$ cat src/rtl/ff_bank_univ.sv
`default_nettype none
// +----------------------------------------------------------------------------+
// | Module      : ff_bank_univ                                                 |
// | Description : Bank of WIDTH universal flip-flops (D/T/SR/JK) on a T-FF    |
// |               core, with mode register, sticky SR-conflict flag and a      |
// |               saturating toggle-activity counter.                          |
// | Revision    : 1.0  initial release                                         |
// +----------------------------------------------------------------------------+
module ff_bank_univ #(
    parameter int unsigned         WIDTH   = 8,
    parameter logic [WIDTH-1:0]    RST_VAL = '0,
    parameter int unsigned         SR_BOTH = 0,
    parameter int unsigned         CNT_W   = 16
) (
    input  logic              clk,
    input  logic              res,
    input  logic              en,
    input  logic              mode_ld,
    input  logic [1:0]        mode_in,
    input  logic [WIDTH-1:0]  a,
    input  logic [WIDTH-1:0]  b,
    input  logic              err_clr,
    input  logic              cnt_clr,
    output logic [WIDTH-1:0]  q,
    output logic [WIDTH-1:0]  qn,
    output logic [1:0]        mode,
    output logic              sr_err,
    output logic [CNT_W-1:0]  tog_cnt
);

    localparam logic [1:0] c_MODE_D  = 2'd0;
    localparam logic [1:0] c_MODE_T  = 2'd1;
    localparam logic [1:0] c_MODE_SR = 2'd2;
    localparam logic [1:0] c_MODE_JK = 2'd3;

    logic [WIDTH-1:0] r_q;
    logic [1:0]       r_mode;
    logic             r_sr_err;
    logic [CNT_W-1:0] r_cnt;

    logic [WIDTH-1:0] w_both;
    logic [WIDTH-1:0] w_nx;
    logic [WIDTH-1:0] w_t;
    logic             w_any_t;
    logic             w_sr_set;
    logic             w_cnt_sat;

    // Next-state contribution of bits where S=R=1, fixed at elaboration.
    generate
        if (SR_BOTH == 1) begin : g_both_set
            assign w_both = '1;
        end else if (SR_BOTH == 2) begin : g_both_reset
            assign w_both = '0;
        end else if (SR_BOTH == 3) begin : g_both_toggle
            assign w_both = ~r_q;
        end else begin : g_both_hold
            assign w_both = r_q;
        end
    endgenerate

    always_comb begin
        w_nx = r_q;
        case (r_mode)
            c_MODE_D:  w_nx = a;
            c_MODE_T:  w_nx = r_q ^ a;
            c_MODE_SR: w_nx = (a & ~b) | (~a & ~b & r_q) | (a & b & w_both);
            c_MODE_JK: w_nx = (a & ~r_q) | (~b & r_q);
            default:   w_nx = r_q;
        endcase
    end

    // Every mode collapses to a per-bit toggle enable for the T-FF core.
    assign w_t       = w_nx ^ r_q;
    assign w_any_t   = |w_t;
    assign w_sr_set  = en && (r_mode == c_MODE_SR) && (|(a & b));
    assign w_cnt_sat = &r_cnt;

    always_ff @(posedge clk or posedge res) begin
        if (res) begin
            r_q      <= RST_VAL;
            r_mode   <= c_MODE_D;
            r_sr_err <= 1'b0;
            r_cnt    <= '0;
        end else begin
            if (mode_ld) begin
                r_mode <= mode_in;
            end
            if (en) begin
                r_q <= r_q ^ w_t;
            end
            // Set has priority so a conflict is never lost to a coincident clear.
            if (w_sr_set) begin
                r_sr_err <= 1'b1;
            end else if (err_clr) begin
                r_sr_err <= 1'b0;
            end
            if (cnt_clr) begin
                r_cnt <= '0;
            end else if (en && w_any_t && !w_cnt_sat) begin
                r_cnt <= r_cnt + CNT_W'(1);
            end
        end
    end

    assign q       = r_q;
    assign qn      = ~r_q;
    assign mode    = r_mode;
    assign sr_err  = r_sr_err;
    assign tog_cnt = r_cnt;

endmodule
`default_nettype wire

$ cat config.mk
export PLATFORM = sky130hd
export DESIGN_NAME = ff_bank_univ
export DESIGN_NICKNAME = d
export VERILOG_FILES = /design/src/rtl/ff_bank_univ.sv
export SDC_FILE = /design/constraint.sdc
export NUM_CORES = 1
export LEC_CHECK = 0
export CORE_ASPECT_RATIO = 0.6
export CORE_MARGIN = 10
export CORE_UTILIZATION = 52
export CTS_CLUSTER_DIAMETER = 40
export DETAILED_ROUTE_END_ITERATION = 7
export PLACE_DENSITY = 0.86
export SYNTH_ARGS = -nofsm -noshare
export SYNTH_HDL_FRONTEND = slang
export SYNTH_SLANG_ARGS = --single-unit
$ cat constraint.sdc
create_clock -name clk -period 5.5 [get_ports clk]
set_input_delay 1.65 -clock clk [delete_from_list [all_inputs] [get_ports clk]]
set_output_delay 1.65 -clock clk [all_outputs]
set_load 0.05 [all_outputs]
# ---- Word-level counts from Yosys, hierarchy flattened
# Cells that the tools add are included.
dict set report totals {
  register_bits 27
  output_inout_bits 35
  wordCells 40
}
dict set report classes {
  n_addsub 1
  eq_ne 3
  mux 5
  n_bitwise 16
  n_reduce_logical 11
}
# op n
set op_table {}
lappend op_table {{8-bit AND} 7}
lappend op_table {{16-bit two-way mux} 2}
lappend op_table {{8-bit case mux with 4 select lines} 1}
lappend op_table {{8-bit NOT} 3}
lappend op_table {{8-bit OR} 3}
lappend op_table {{8-bit bitwise XOR} 3}
lappend op_table {{16-bit by 1-bit adder with 16-bit output (second input constant)} 1}
lappend op_table {{16-bit AND reduction} 1}
lappend op_table {{8-bit OR reduction} 2}
lappend op_table {{2-bit equality test (second input constant)} 2}
lappend op_table {{1-bit logical AND} 4}
lappend op_table {{2-bit nonzero test} 2}
lappend op_table {{2-bit by 1-bit equality test with 1-bit output (second input constant)} 1}
lappend op_table {{2-bit logical NOT} 1}
lappend op_table {{1-bit two-way mux} 2}
lappend op_table {{1-bit logical NOT} 1}

# ---- Logic depth before layout (Yosys ltp)
# Gate-level depths: netlist of the first run.
dict set report depth {
  depth_word 12
  depth_mapped 9
}

# ---- Worst setup path after synthesis of the first run
# No wires, ideal clock.
dict set report synth_timing {
  path_type {input-to-reg}
  startpoint {input a[3]}
  endpoint {register r_cnt[7], in the netlist tog_cnt[7]}
  t_arrival_ns 3.101
  required_time_ns 5.372
  slack_ns 2.272
  path_stages 7
  n_path_buf 0
  cell_sequence {nand2b_1 > a21oi_1 > or4_4 > nor3_4 > a21oi_2 > nand4_1 > mux2_1}
}
dict set report synth_via {
  elab_chain_cells 11
}
# element line_no
set synth_lines {}
lappend synth_lines {{start: declaration} 20} ;# input logic [WIDTH-1:0] a,
lappend synth_lines {{8-bit NOT} 66} ;# c_MODE_SR: w_nx = (a & ~b) | (~a & ~b & r_q) | (a & b & w_both);
lappend synth_lines {{8-bit AND (2 in series)} 66}
lappend synth_lines {{8-bit OR (2 in series)} 66}
lappend synth_lines {{8-bit case mux with 4 select lines (*)} 63} ;# case (r_mode)
lappend synth_lines {{8-bit bitwise XOR (*)} 73} ;# assign w_t = w_nx ^ r_q;
lappend synth_lines {{8-bit OR reduction (*)} 74} ;# assign w_any_t = |w_t;
lappend synth_lines {{1-bit logical AND (*) (2 in series)} 99} ;# end else if (en && w_any_t && !w_cnt_sat) begin
lappend synth_lines {{2-bit nonzero test (no source line) (*)} n/a}
lappend synth_lines {{end signal: assignment} 100} ;# r_cnt <= r_cnt + CNT_W'(1);
lappend synth_lines {{end: declaration} 39} ;# logic [CNT_W-1:0] r_cnt;
# Every way passes the cells marked *; elsewhere a longest branch is shown, timed or not.
# A chain may end at the register's enable or synchronous reset.

# ---- Worst setup path after layout of the first run
dict set report layout_timing {
  startpoint {input a[6]}
  endpoint {register r_cnt[4], in the netlist tog_cnt[4]}
}
# The elaborated chain is that of the path after synthesis.

==> summary.md, run 1 <==
| Metric | Value |
|---|---|
| Fin Hold WS | `0.535 ns` |
| Largest area contributor in the netlist | `dfrtp_1` |
| # IOs | `59` |
| Share of layout cells above drive strength 1 | `5.08%` |
| # Post-CTS Setup Buffers | `0` |
| Status | `complete, no violations` |
| Post-synth EDFFs | `0` |
| Post-cts repair resize count | `0` |
| Yosys Warn Count | `0` |
| Max_slew headroom | `31.1%` |
| Global-route wire length before repair | `9.76 mm` |
| CP Launch Type | `input pin` |
| Slowest cell on the critical path | `a21oi_2` |
| Max incr delay on CP | `0.63 ns` |
| Power per cell area | `316 nW/µm²` |
| Compound-Gate Fraction of Synth Area | `25.8%` |
| Max IR drop VDD | `0.276 mV` |
| Iter 0 DRT Violations | `214` |
| Worst setup EP type | `register` |
| Post-layout instance area | `2680 µm²` |
| Crit path to | `tog_cnt[4]` |
| GRT overflow | `0` |
| Wire per inst | `17.1 µm` |
| Simple-gate area share of the yosys netlist | `29.0%` |
| Number of global-route vias before repair | `1890` |
| NumNets Final | `321` |
| Final ANT Viol Nets | `0` |
| Die width | `101 µm` |
| Critical path type | `in -> reg` |
| Die Y | `68.5 µm` |
| Fmax | `0.257 GHz` |
| Cts-stage hold buffer count | `0` |
| Area of placed instances | `2630 µm²` |
| # setup viols final | `0` |
| Post-Route WL | `5.84 mm` |
| Clock slew at reported path FFs | `0.10 ns` |
| Buffers added on ports | `58` |
| Leak | `0.00107 µW` |
| Max Cap Viol | `0` |
| FILL cells | `296` |
| Final worst-path cycle share | `70.7%` |
| GPL Wtd Cong | `0.826` |
| All-Layer GR Usage | `17.0%` |
| Design Power | `845 µW` |
| Initial antenna violation count | `0` |
| Layout Skew | `0.00402 ns` |
| Starting Density | `54.7%` |
| Total negative slack | `0 ns` |
| Final number of max-transition violations | `0` |
| Crit path arrival time | `4.06 ns` |
| N_diodes | `0` |
| Synth top area share | `33.2%` |
| Worst skew pair latency | `0.28 ns` |
| Seq/Total Area, Yosys | `33.2%` |
| DR vias | `2093` |
| Top cells by area, synth | `dfrtp_1 33%, a21oi_1 6.2%, nand2b_1 5.8%, nor2_1 5.5%, a221oi_1 3.0%` |
| DP HPWL | `4.42 mm` |
| TritonCTS clock tree | `yes` |
| Top FF cell, synth | `dfrtp_1` |
| RSZ-0062 raised after global routing | `no` |
| DRT Pass-1 Iters | `4` |
| Num CTS Buffers | `3` |
| Internal reg-to-reg setup slack | `2.38 ns` |
| Xor/xnor share of the synthesized area | `1.72%` |
| Reg2reg start | `mode[1]` |
| Full die area | `6900 µm²` |
| R2R depth | `7` |
| Tightest Hold Check Type | `reg -> reg` |
| Area growth syn-to-layout | `31.5%` |
| Post-synthesis mux area share | `4.37%` |
| Fin crit period | `3.89 ns` |
| WP depth | `7` |
| Critical path required time | `5.67 ns` |
| Mapped Area | `2030 µm²` |
| Root cell of the clock tree | `clkbuf_8` |
| Crit Path Max Fanout | `16` |
| Largest family of logic cells by synthesized area | `simple AND/OR/NAND/NOR gates` |
| CTS sink count | `27` |
| Mean Syn Cell Area | `8.37 µm²` |
| Crit path launch | `a[6]` |
| Synth cell types | `46` |
| Core area | `3720 µm²` |
| Async SR Flop Fraction | `100%` |
| Via/cell ratio | `6.12` |
| Delay-heaviest family, CP | `compound AO/OA/AOI/OAI gates` |
| Clk buf depth | `2` |
| FF-to-FF End | `tog_cnt[4]` |
| Crit path buf inv count | `1` |
| Worst-path cell chain | `clkdlybuf4s50_1 -> nor2b_1 -> a221oi_1 -> nor3_2 -> a21oi_2 -> nand4_1 -> mux2_1` |
| Post-synthesis adder-cell area fraction | `0.615%` |
| Slew of the pin with the lowest slew margin | `1.03 ns` |
| H-Tree Depth | `1` |
| Hold Violations, Final | `0` |
| Seq cells post-synth | `27` |
| Largest net degree at the start of global routing | `30` |
| Synthesized instance count | `243` |
| Row count | `17` |
| Syn_nets | `268` |
| DRC viols | `0` |
cells in the final DEF, fill, tap and decap left out, types with 3 or more instances in the layout:
| master | n |
|---|---|
| a211oi_1 | 3 |
| a21oi_1 | 25 |
| a221oi_1 | 7 |
| a22oi_1 | 4 |
| a31oi_1 | 8 |
| and3_1 | 4 |
| clkbuf_8 | 3 |
| clkdlybuf4s50_1 | 58 |
| dfrtp_1 | 27 |
| inv_1 | 14 |
| mux2_1 | 5 |
| nand2_1 | 7 |
| nand2b_1 | 19 |
| nand3_1 | 8 |
| nand4_1 | 7 |
| nor2_1 | 30 |
| nor2b_1 | 9 |
| nor3b_1 | 4 |
| o2111ai_1 | 4 |
| o21ai_0 | 5 |
| o21bai_1 | 4 |
| o221ai_1 | 4 |
| or3b_1 | 4 |
| xnor2_1 | 4 |
cell type report:
class | instances | area, µm² | area share (%)
repair buffers | 59 | 588 | 22.0
clock inverters | 1 | 7.51 | 0.281
multi-input cells | 191 | 1250 | 46.8
flip-flops and latches | 27 | 676 | 25.2
clock buffers | 3 | 41.3 | 1.54
well taps | 47 | 58.8 | 2.20
inverters | 14 | 52.6 | 1.96
how the worst min path moves through the flow:
| stage | from | end | slack, ns | depth (start not counted) |
|---|---|---|---|---|
| global route | sr_err | sr_err | 0.56 | 2 |
| finish | sr_err | sr_err | 0.54 | 2 |
| floorplan | sr_err | sr_err | 0.75 | 2 |
| detailed placement | sr_err | sr_err | 0.53 | 2 |
| CTS | sr_err | sr_err | 0.54 | 2 |
| global placement | sr_err | sr_err | 0.52 | 2 |
sequential cells by signal, summed over array words and instances (netlist names):
signal	count
tog_cnt	16
q	8
mode	2
sr_err	1
power breakdown:
part	total [µW]	leakage [µW]	internal, µW	switching [µW]
Combinational	453	0.000701	163	289
Sequential	273	0.000345	222	50.3
Clock	120	0.0000217	51.6	68.2
Total	845	0.00107	437	408
cell families (layout without fill, tap and decap cells):
group,after synthesis,after routing
compound gates,74,74
xor+xnor,4,4
fa+ha+maj,1,1
buf+inv,25,77
flops,27,27
mux,8,8
simple gates,104,104
synthesized netlist by cell type (2+ instances only):
library cell / n
a211oi_1: 3
a221oi_1: 7
mux2_1: 5
or3b_1: 4
o21bai_1: 4
a21o_1: 2
a21oi_2: 2
nand3_1: 8
inv_1: 14
nor4_1: 2
nor2b_1: 9
o221ai_1: 4
nand2b_1: 19
o2111ai_1: 4
a22oi_1: 4
clkbuf_1: 7
o21ai_0: 5
nand2_1: 7
mux2_2: 2
nor2_1: 30
xnor2_1: 4
nand3b_1: 2
nand4_1: 7
a21oi_1: 25
dfrtp_1: 27
and3_1: 4
a31oi_1: 8
nor3b_1: 4
nor3_1: 2
a31o_1: 2
tightest hold or removal path, delay by kind of cell, from the launching register on:
| family | cells | cell delay [ns] |
|---|---|---|
| AO/OA/AOI/OAI | 1 | 0.06 |
| buffers and inverters | 1 | 0.05 |
| flip-flops | 1 | 0.39 |
routing by layer:
metal	share of wire, %	global-route usage (%)
met5	0	0
met4	0.65	2.46
met3	9.2	4.92
met2	43	24.5
met1	47	24.8
through the flow:
step           cells  util, %  setup slack, ns
2_1_floorplan    243        -             2.27
3_3_place_gp     338     70.6             1.41
3_5_place_dp     338     70.6             1.32
4_1_cts          342     71.9             1.62
5_1_grt          342     71.9             1.43
6_report         342     71.9             1.61
No activity file was read; power rests on OpenSTA's default activity.
==> inputs of run 2 (changes only) <==
--- a/config.mk
+++ b/config.mk
@@ -7,10 +7,10 @@
 export LEC_CHECK = 0
 export CORE_ASPECT_RATIO = 0.6
 export CORE_MARGIN = 10
-export CORE_UTILIZATION = 52
+export CORE_UTILIZATION = 43
 export CTS_CLUSTER_DIAMETER = 40
 export DETAILED_ROUTE_END_ITERATION = 7
-export PLACE_DENSITY = 0.86
+export PLACE_DENSITY = 0.75
 export SYNTH_ARGS = -nofsm -noshare
 export SYNTH_HDL_FRONTEND = slang
 export SYNTH_SLANG_ARGS = --single-unit
==> constraint.sdc (replaced) <==
create_clock -name clk -period 3.41 [get_ports clk]
set_input_delay 1.023 -clock clk [delete_from_list [all_inputs] [get_ports clk]]
set_output_delay 1.023 -clock clk [all_outputs]
set_load 0.05 [all_outputs]
==> run 2 against run 1 <==
Effect of this change:
- worst hold slack better by 0.035 ns
- global-route usage down 1.1 points
- combinational power up 68%
- count of clock-buffer cells in the layout up 1
- die area up 16%
==> summary.md, run 2 (synthesis results as in run 1) <==
| Metric | Value |
|---|---|
| Status | `complete, no violations (unchanged)` |
| Max IR drop VDD | `0.370 mV (was 0.276 mV)` |
| Largest net degree at the start of global routing | `28 (was 30)` |
| Starting Density | `44.6% (was 54.7%)` |
| Root cell of the clock tree | `clkbuf_8 (unchanged)` |
| GRT overflow | `0 (unchanged)` |
| Post-Route WL | `6.28 mm (was 5.84 mm)` |
| Cts-stage hold buffer count | `0 (unchanged)` |
| Area growth syn-to-layout | `36.0% (was 31.5%)` |
| Leak | `0.00112 µW (was 0.00107 µW)` |
| Total negative slack | `0 ns (unchanged)` |
| Die Y | `73.3 µm (was 68.5 µm)` |
| CTS sink count | `27 (unchanged)` |
| Fmax | `0.335 GHz` |
| Core area | `4560 µm² (was 3720 µm²)` |
| Slew of the pin with the lowest slew margin | `0.749 ns (was 1.03 ns)` |
| DP HPWL | `4.71 mm (was 4.42 mm)` |
| Critical path required time | `3.58 ns (was 5.67 ns)` |
| DR vias | `2144 (was 2093)` |
| GPL Wtd Cong | `0.878 (was 0.826)` |
| Critical path type | `in -> reg (unchanged)` |
| Die width | `109 µm (was 101 µm)` |
| Share of layout cells above drive strength 1 | `7.87% (was 5.08%)` |
| N_diodes | `0 (unchanged)` |
| TritonCTS clock tree | `yes (unchanged)` |
| Power per cell area | `500 nW/µm² (was 316 nW/µm²)` |
| Max_slew headroom | `49.9% (was 31.1%)` |
| Max reg flops | `16 (unchanged)` |
| Hold Violations, Final | `0 (unchanged)` |
| Crit Path Max Fanout | `6 (was 16)` |
| Commonest non-fill, non-tap cell in the layout | `clkdlybuf4s50_1 (unchanged)` |
| Full die area | `7970 µm² (was 6900 µm²)` |
| Via/cell ratio | `5.83 (was 6.12)` |
| Row count | `19 (was 17)` |
| Final number of max-transition violations | `0 (unchanged)` |
| RSZ-0062 raised after global routing | `no (unchanged)` |
| Final ANT Viol Nets | `0 (unchanged)` |
| Num CTS Buffers | `3 (unchanged)` |
| Max Cap Viol | `0 (unchanged)` |
| Worst skew pair latency | `0.28 ns (about the same)` |
| Clock slew at reported path FFs | `0.10 ns (about the same)` |
| Tightest Hold Check Type | `reg -> reg (unchanged)` |
| Iter 0 DRT Violations | `144 (was 214)` |
| Clk buf depth | `2 (unchanged)` |
| All-Layer GR Usage | `15.9% (was 17.0%)` |
| Final worst-path cycle share | `87.5%` |
| Crit path arrival time | `3.15 ns (was 4.06 ns)` |
| CP Launch Type | `input pin (unchanged)` |
| # IOs | `59 (unchanged)` |
| # Post-CTS Setup Buffers | `0 (unchanged)` |
| Worst setup EP type | `register (unchanged)` |
| Wire per inst | `17.1 µm (about the same)` |
| Fin crit period | `2.98 ns` |
| H-Tree Depth | `1 (unchanged)` |
| DRT Pass-1 Iters | `5 (was 4)` |
| Number of global-route vias before repair | `2001 (was 1890)` |
| Fin Hold WS | `0.570 ns (was 0.535 ns)` |
| Most frequent cells in the layout | `58 x clkdlybuf4s50_1, 30 x nor2_1, 27 x dfrtp_1 (unchanged)` |
| Global-route wire length before repair | `10.4 mm (was 9.76 mm)` |
| # setup viols final | `0 (unchanged)` |
| Layout Skew | `0.00666 ns (was 0.00402 ns)` |
| Initial antenna violation count | `0 (unchanged)` |
| Buffers added on ports | `58 (unchanged)` |
| DRC viols | `0 (unchanged)` |
| Post-cts repair resize count | `0 (unchanged)` |
| NumNets Final | `331 (was 321)` |
-- run 2: final cells by class --
class                      instances  area, µm²
clock buffer                       4       45.0
tap                               63       78.8
sequential                        27        676
multi-input combinational        191       1250
fill                             396       1800
timing repair buffer              69        663
inverter                          14       52.6
-- run 2: stage by stage --
step | worst slack (ns) | total power, µW | cells | instance area [µm²] | util, %
after detailed placement | 0.122 | 1190 | 364 | 2720 | 59.6
after CTS | 0.413 | 1380 | 368 | 2770 | 60.6
final | 0.427 | 1380 | 368 | 2770 | 60.6
after floorplan | 0.809 | 927 | 243 | 2030 | -
after global placement | 0.193 | 1180 | 364 | 2720 | 59.6
after global routing | 0.229 | 1460 | 368 | 2770 | 60.6
-- run 2: worst paths after layout --
kind                          from          end  slack (ns)  depth (start not counted)
setup / recovery              a[7]  tog_cnt[10]        0.43                          7
hold / removal              sr_err       sr_err        0.57                          2
setup reg to reg           mode[1]  tog_cnt[10]        0.77                          7
hold reg to reg             sr_err       sr_err        0.57                          2
max in group asynchronous      res  tog_cnt[14]        2.04                          3
min in group asynchronous      res      mode[1]        1.10                          3
-- run 2: layer usage --
layer	vias up	track usage, %	wire (µm)
met3	8	4.89	550
met5	-	0	0
li1	1021	-	-
met1	1016	22.6	2970
met2	99	23.3	2690
met4	0	2.62	66
-- run 2: report_power, final --
| group | internal (µW) | total, µW | leakage, µW | switching (µW) |
|---|---|---|---|---|
| registers | 359 | 429 | 0.000345 | 70.1 |
| logic | 274 | 760 | 0.000750 | 486 |
| clock network | 84.2 | 195 | 0.0000228 | 111 |
| total | 717 | 1380 | 0.00112 | 667 |
-- run 2: worst max-delay path: stages --
cell	delay [ns]
clkdlybuf4s50_1	0.49
nor2b_1	0.19
a221oi_1	0.40
nor3_2	0.14
and2_1	0.19
nor4_1	0.36
mux2_1	0.36
==> inputs of run 3 (changes only) <==
--- a/config.mk
+++ b/config.mk
@@ -7,10 +7,10 @@
 export LEC_CHECK = 0
 export CORE_ASPECT_RATIO = 0.6
 export CORE_MARGIN = 10
-export CORE_UTILIZATION = 43
+export CORE_UTILIZATION = 30
 export CTS_CLUSTER_DIAMETER = 40
 export DETAILED_ROUTE_END_ITERATION = 7
-export PLACE_DENSITY = 0.75
+export PLACE_DENSITY = 0.56
 export SYNTH_ARGS = -nofsm -noshare
 export SYNTH_HDL_FRONTEND = slang
 export SYNTH_SLANG_ARGS = --single-unit
==> run 3 against run 2 <==
Effect of this change:
- critical path depth rose by 1
- fmax fell by 0.52%
- worst hold slack got worse by 0.037 ns
- setup slack got worse by 0.015 ns
- clock power rose by 41%
- via count fell by 4.3%
- final cell count rose by 7.1%
- power rose by 5.3%
- critical endpoint is now tog_cnt[7]
- largest power group unchanged
==> summary.md, run 3 (synthesis results as in run 1) <==
| Metric | Value |
|---|---|
| Status | `complete, no violations (unchanged)` |
| Buffers added on ports | `58 (unchanged)` |
| # setup viols final | `0 (unchanged)` |
| Clk buf depth | `2 (unchanged)` |
| Starting Density | `30.7% (was 44.6%)` |
| Internal power | `793 µW (was 717 µW)` |
| Power per cell area | `512 nW/µm² (was 500 nW/µm²)` |
| Fin crit period | `3.00 ns (was 2.98 ns)` |
| Most frequent cells in the layout | `58 x clkdlybuf4s50_1, 30 x nor2_1, 27 x dfrtp_1 (unchanged)` |
| Via/cell ratio | `5.21 (was 5.83)` |
| NumNets Final | `333 (was 331)` |
| Cts-stage hold buffer count | `0 (unchanged)` |
| Crit path buf inv count | `1 (unchanged)` |
| H-Tree Depth | `1 (unchanged)` |
| TritonCTS clock tree | `yes (unchanged)` |
| Iter 0 DRT Violations | `125 (was 144)` |
| Post-Route WL | `6.24 mm (was 6.28 mm)` |
| CP Launch Type | `input pin (unchanged)` |
| Final worst-path cycle share | `87.9% (was 87.5%)` |
| Share of layout cells above drive strength 1 | `8.79% (was 7.87%)` |
| Post-layout instance area | `2850 µm² (was 2770 µm²)` |
| Switch share | `45.6% (was 48.2%)` |
| Psw | `664 µW (was 667 µW)` |
| Post-cts repair resize count | `0 (unchanged)` |
| Clk pwr share | `18.9% (was 14.1%)` |
| N_diodes | `0 (unchanged)` |
| Hold Violations, Final | `0 (unchanged)` |
| CTS sink count | `27 (unchanged)` |
| All-Layer GR Usage | `11.4% (was 15.9%)` |
| Final Util | `43.0% (was 60.6%)` |
| Number of global-route vias before repair | `1947 (was 2001)` |
| Full die area | `10600 µm² (was 7970 µm²)` |
| # Post-CTS Setup Buffers | `0 (unchanged)` |
| Critical path required time | `3.55 ns (was 3.58 ns)` |
| GPL Wtd Cong | `0.802 (was 0.878)` |
| Worst skew pair latency | `0.26 ns (was 0.28 ns)` |
| Crit Path Max Fanout | `8 (was 6)` |
| DRT Pass-1 Iters | `4 (was 5)` |
| Crit path arrival time | `3.14 ns (was 3.15 ns)` |
| Die width | `126 µm (was 109 µm)` |
| Critical path type | `in -> reg (unchanged)` |
| # IOs | `59 (unchanged)` |
| FF+latch area | `676 µm² (unchanged)` |
| Layout Skew | `0.00158 ns (was 0.00666 ns)` |
| Fmax | `0.334 GHz (was 0.335 GHz)` |
| Total negative slack | `0 ns (unchanged)` |
| DRC viols | `0 (unchanged)` |
| Max Cap Viol | `0 (unchanged)` |
| Combinational share of power | `51.5% (was 54.9%)` |
| DR vias | `2051 (was 2144)` |
| Global-route wire length before repair | `10.2 mm (was 10.4 mm)` |
| Row count | `23 (was 19)` |
| Largest net degree at the start of global routing | `28 (unchanged)` |
| Max IR drop VDD | `0.307 mV (was 0.370 mV)` |
| RSZ-0062 raised after global routing | `no (unchanged)` |
| Area of placed instances | `2770 µm² (was 2720 µm²)` |
| Footprint of the multi-input gates | `1250 µm² (unchanged)` |
| Worst setup EP type | `register (unchanged)` |
| Seq pwr share | `29.6% (was 31.0%)` |
| Tightest Hold Check Type | `reg -> reg (unchanged)` |
| Clock slew at reported path FFs | `0.07 ns (was 0.10 ns)` |
| Delay-heaviest family, CP | `simple AND/OR/NAND/NOR gates (unchanged)` |
| Core area | `6620 µm² (was 4560 µm²)` |
| Final ANT Viol Nets | `0 (unchanged)` |
| Leak | `0.00115 µW (was 0.00112 µW)` |
| Slowest cell on the critical path | `clkdlybuf4s50_1 (unchanged)` |
| Worst-path cell chain | `clkdlybuf4s50_1 -> or3b_1 -> o21ai_0 -> a221oi_1 -> nor3_2 -> a21oi_2 -> nand4_1 -> mux2_1 (was clkdlybuf4s50_1 -> nor2b_1 -> a221oi_1 -> nor3_2 -> and2_1 -> nor4_1 -> mux2_1)` |
| Fin Hold WS | `0.533 ns (was 0.570 ns)` |
| Die Y | `83.8 µm (was 73.3 µm)` |
| Root cell of the clock tree | `clkbuf_16 (was clkbuf_8)` |
| Wire per inst | `15.8 µm (was 17.1 µm)` |
| Commonest non-fill, non-tap cell in the layout | `clkdlybuf4s50_1 (unchanged)` |
| Area growth syn-to-layout | `40.0% (was 36.0%)` |
| DP HPWL | `4.89 mm (was 4.71 mm)` |
| Max reg flops | `16 (unchanged)` |
| FILL cells | `682 (was 396)` |
| Initial antenna violation count | `0 (unchanged)` |
| Slew of the pin with the lowest slew margin | `0.757 ns (was 0.749 ns)` |
| Num CTS Buffers | `3 (unchanged)` |
| Max_slew headroom | `49.4% (was 49.9%)` |
| Final number of max-transition violations | `0 (unchanged)` |
| Max incr delay on CP | `0.54 ns (was 0.49 ns)` |
| GRT overflow | `0 (unchanged)` |
[run 3: power by group through the flow]
| stage | clock network [µW] | registers, µW | logic (µW) |
|---|---|---|---|
| floorplan | 0 | 556 | 371 |
| global placement | 0 | 437 | 753 |
| detailed placement | 0 | 437 | 754 |
| CTS | 283 | 431 | 757 |
| global route | 297 | 442 | 807 |
| finish | 275 | 432 | 750 |
[run 3: per-layer routing]
layer / wire length (µm) / part of all wire, % / up-vias / GRT usage (%)
li1: - / - / 1029 / -
met2: 2580 / 41 / 64 / 16.3
met3: 449 / 7.2 / 2 / 3.05
met4: 28 / 0.45 / 0 / 1.96
met1: 3180 / 51 / 956 / 16.7
met5: 0 / 0 / - / 0
[run 3: layout make-up]
type                    count  area share [%]
multi-input cells         191            44.0
clock buffers               3            2.64
inverters                  14            1.85
repair buffers             71            23.8
clock inverters             1           0.176
flip-flops and latches     27            23.7
well taps                  87            3.82
[run 3: worst register-to-register path, delay by kind of cell (launching register included)]
kind | cells | cell delay, ns
DFF | 1 | 0.67
muxes | 1 | 0.33
AOI/OAI and AO/OA | 2 | 0.51
and+or+nand+nor | 4 | 0.99
[run 3: per-stage QoR]
step / power (µW) / worst slack [ns] / instances
4_1_cts: 1470 / 0.416 / 394
5_1_grt: 1550 / 0.235 / 394
2_1_floorplan: 927 / 0.809 / 243
3_5_place_dp: 1190 / 0.142 / 390
6_report: 1460 / 0.412 / 394
3_3_place_gp: 1190 / 0.142 / 390
[run 3: path summary, 6_finish.rpt]
path,startpoint,end,slack [ns],cells after the start
setup / recovery,b[6],tog_cnt[7],0.41,8
hold / removal,sr_err,sr_err,0.53,2
setup reg to reg,mode[0],tog_cnt[7],0.79,7
hold reg to reg,sr_err,sr_err,0.53,2
max in group asynchronous,res,q[3],2.01,3
min in group asynchronous,res,mode[0],1.12,3
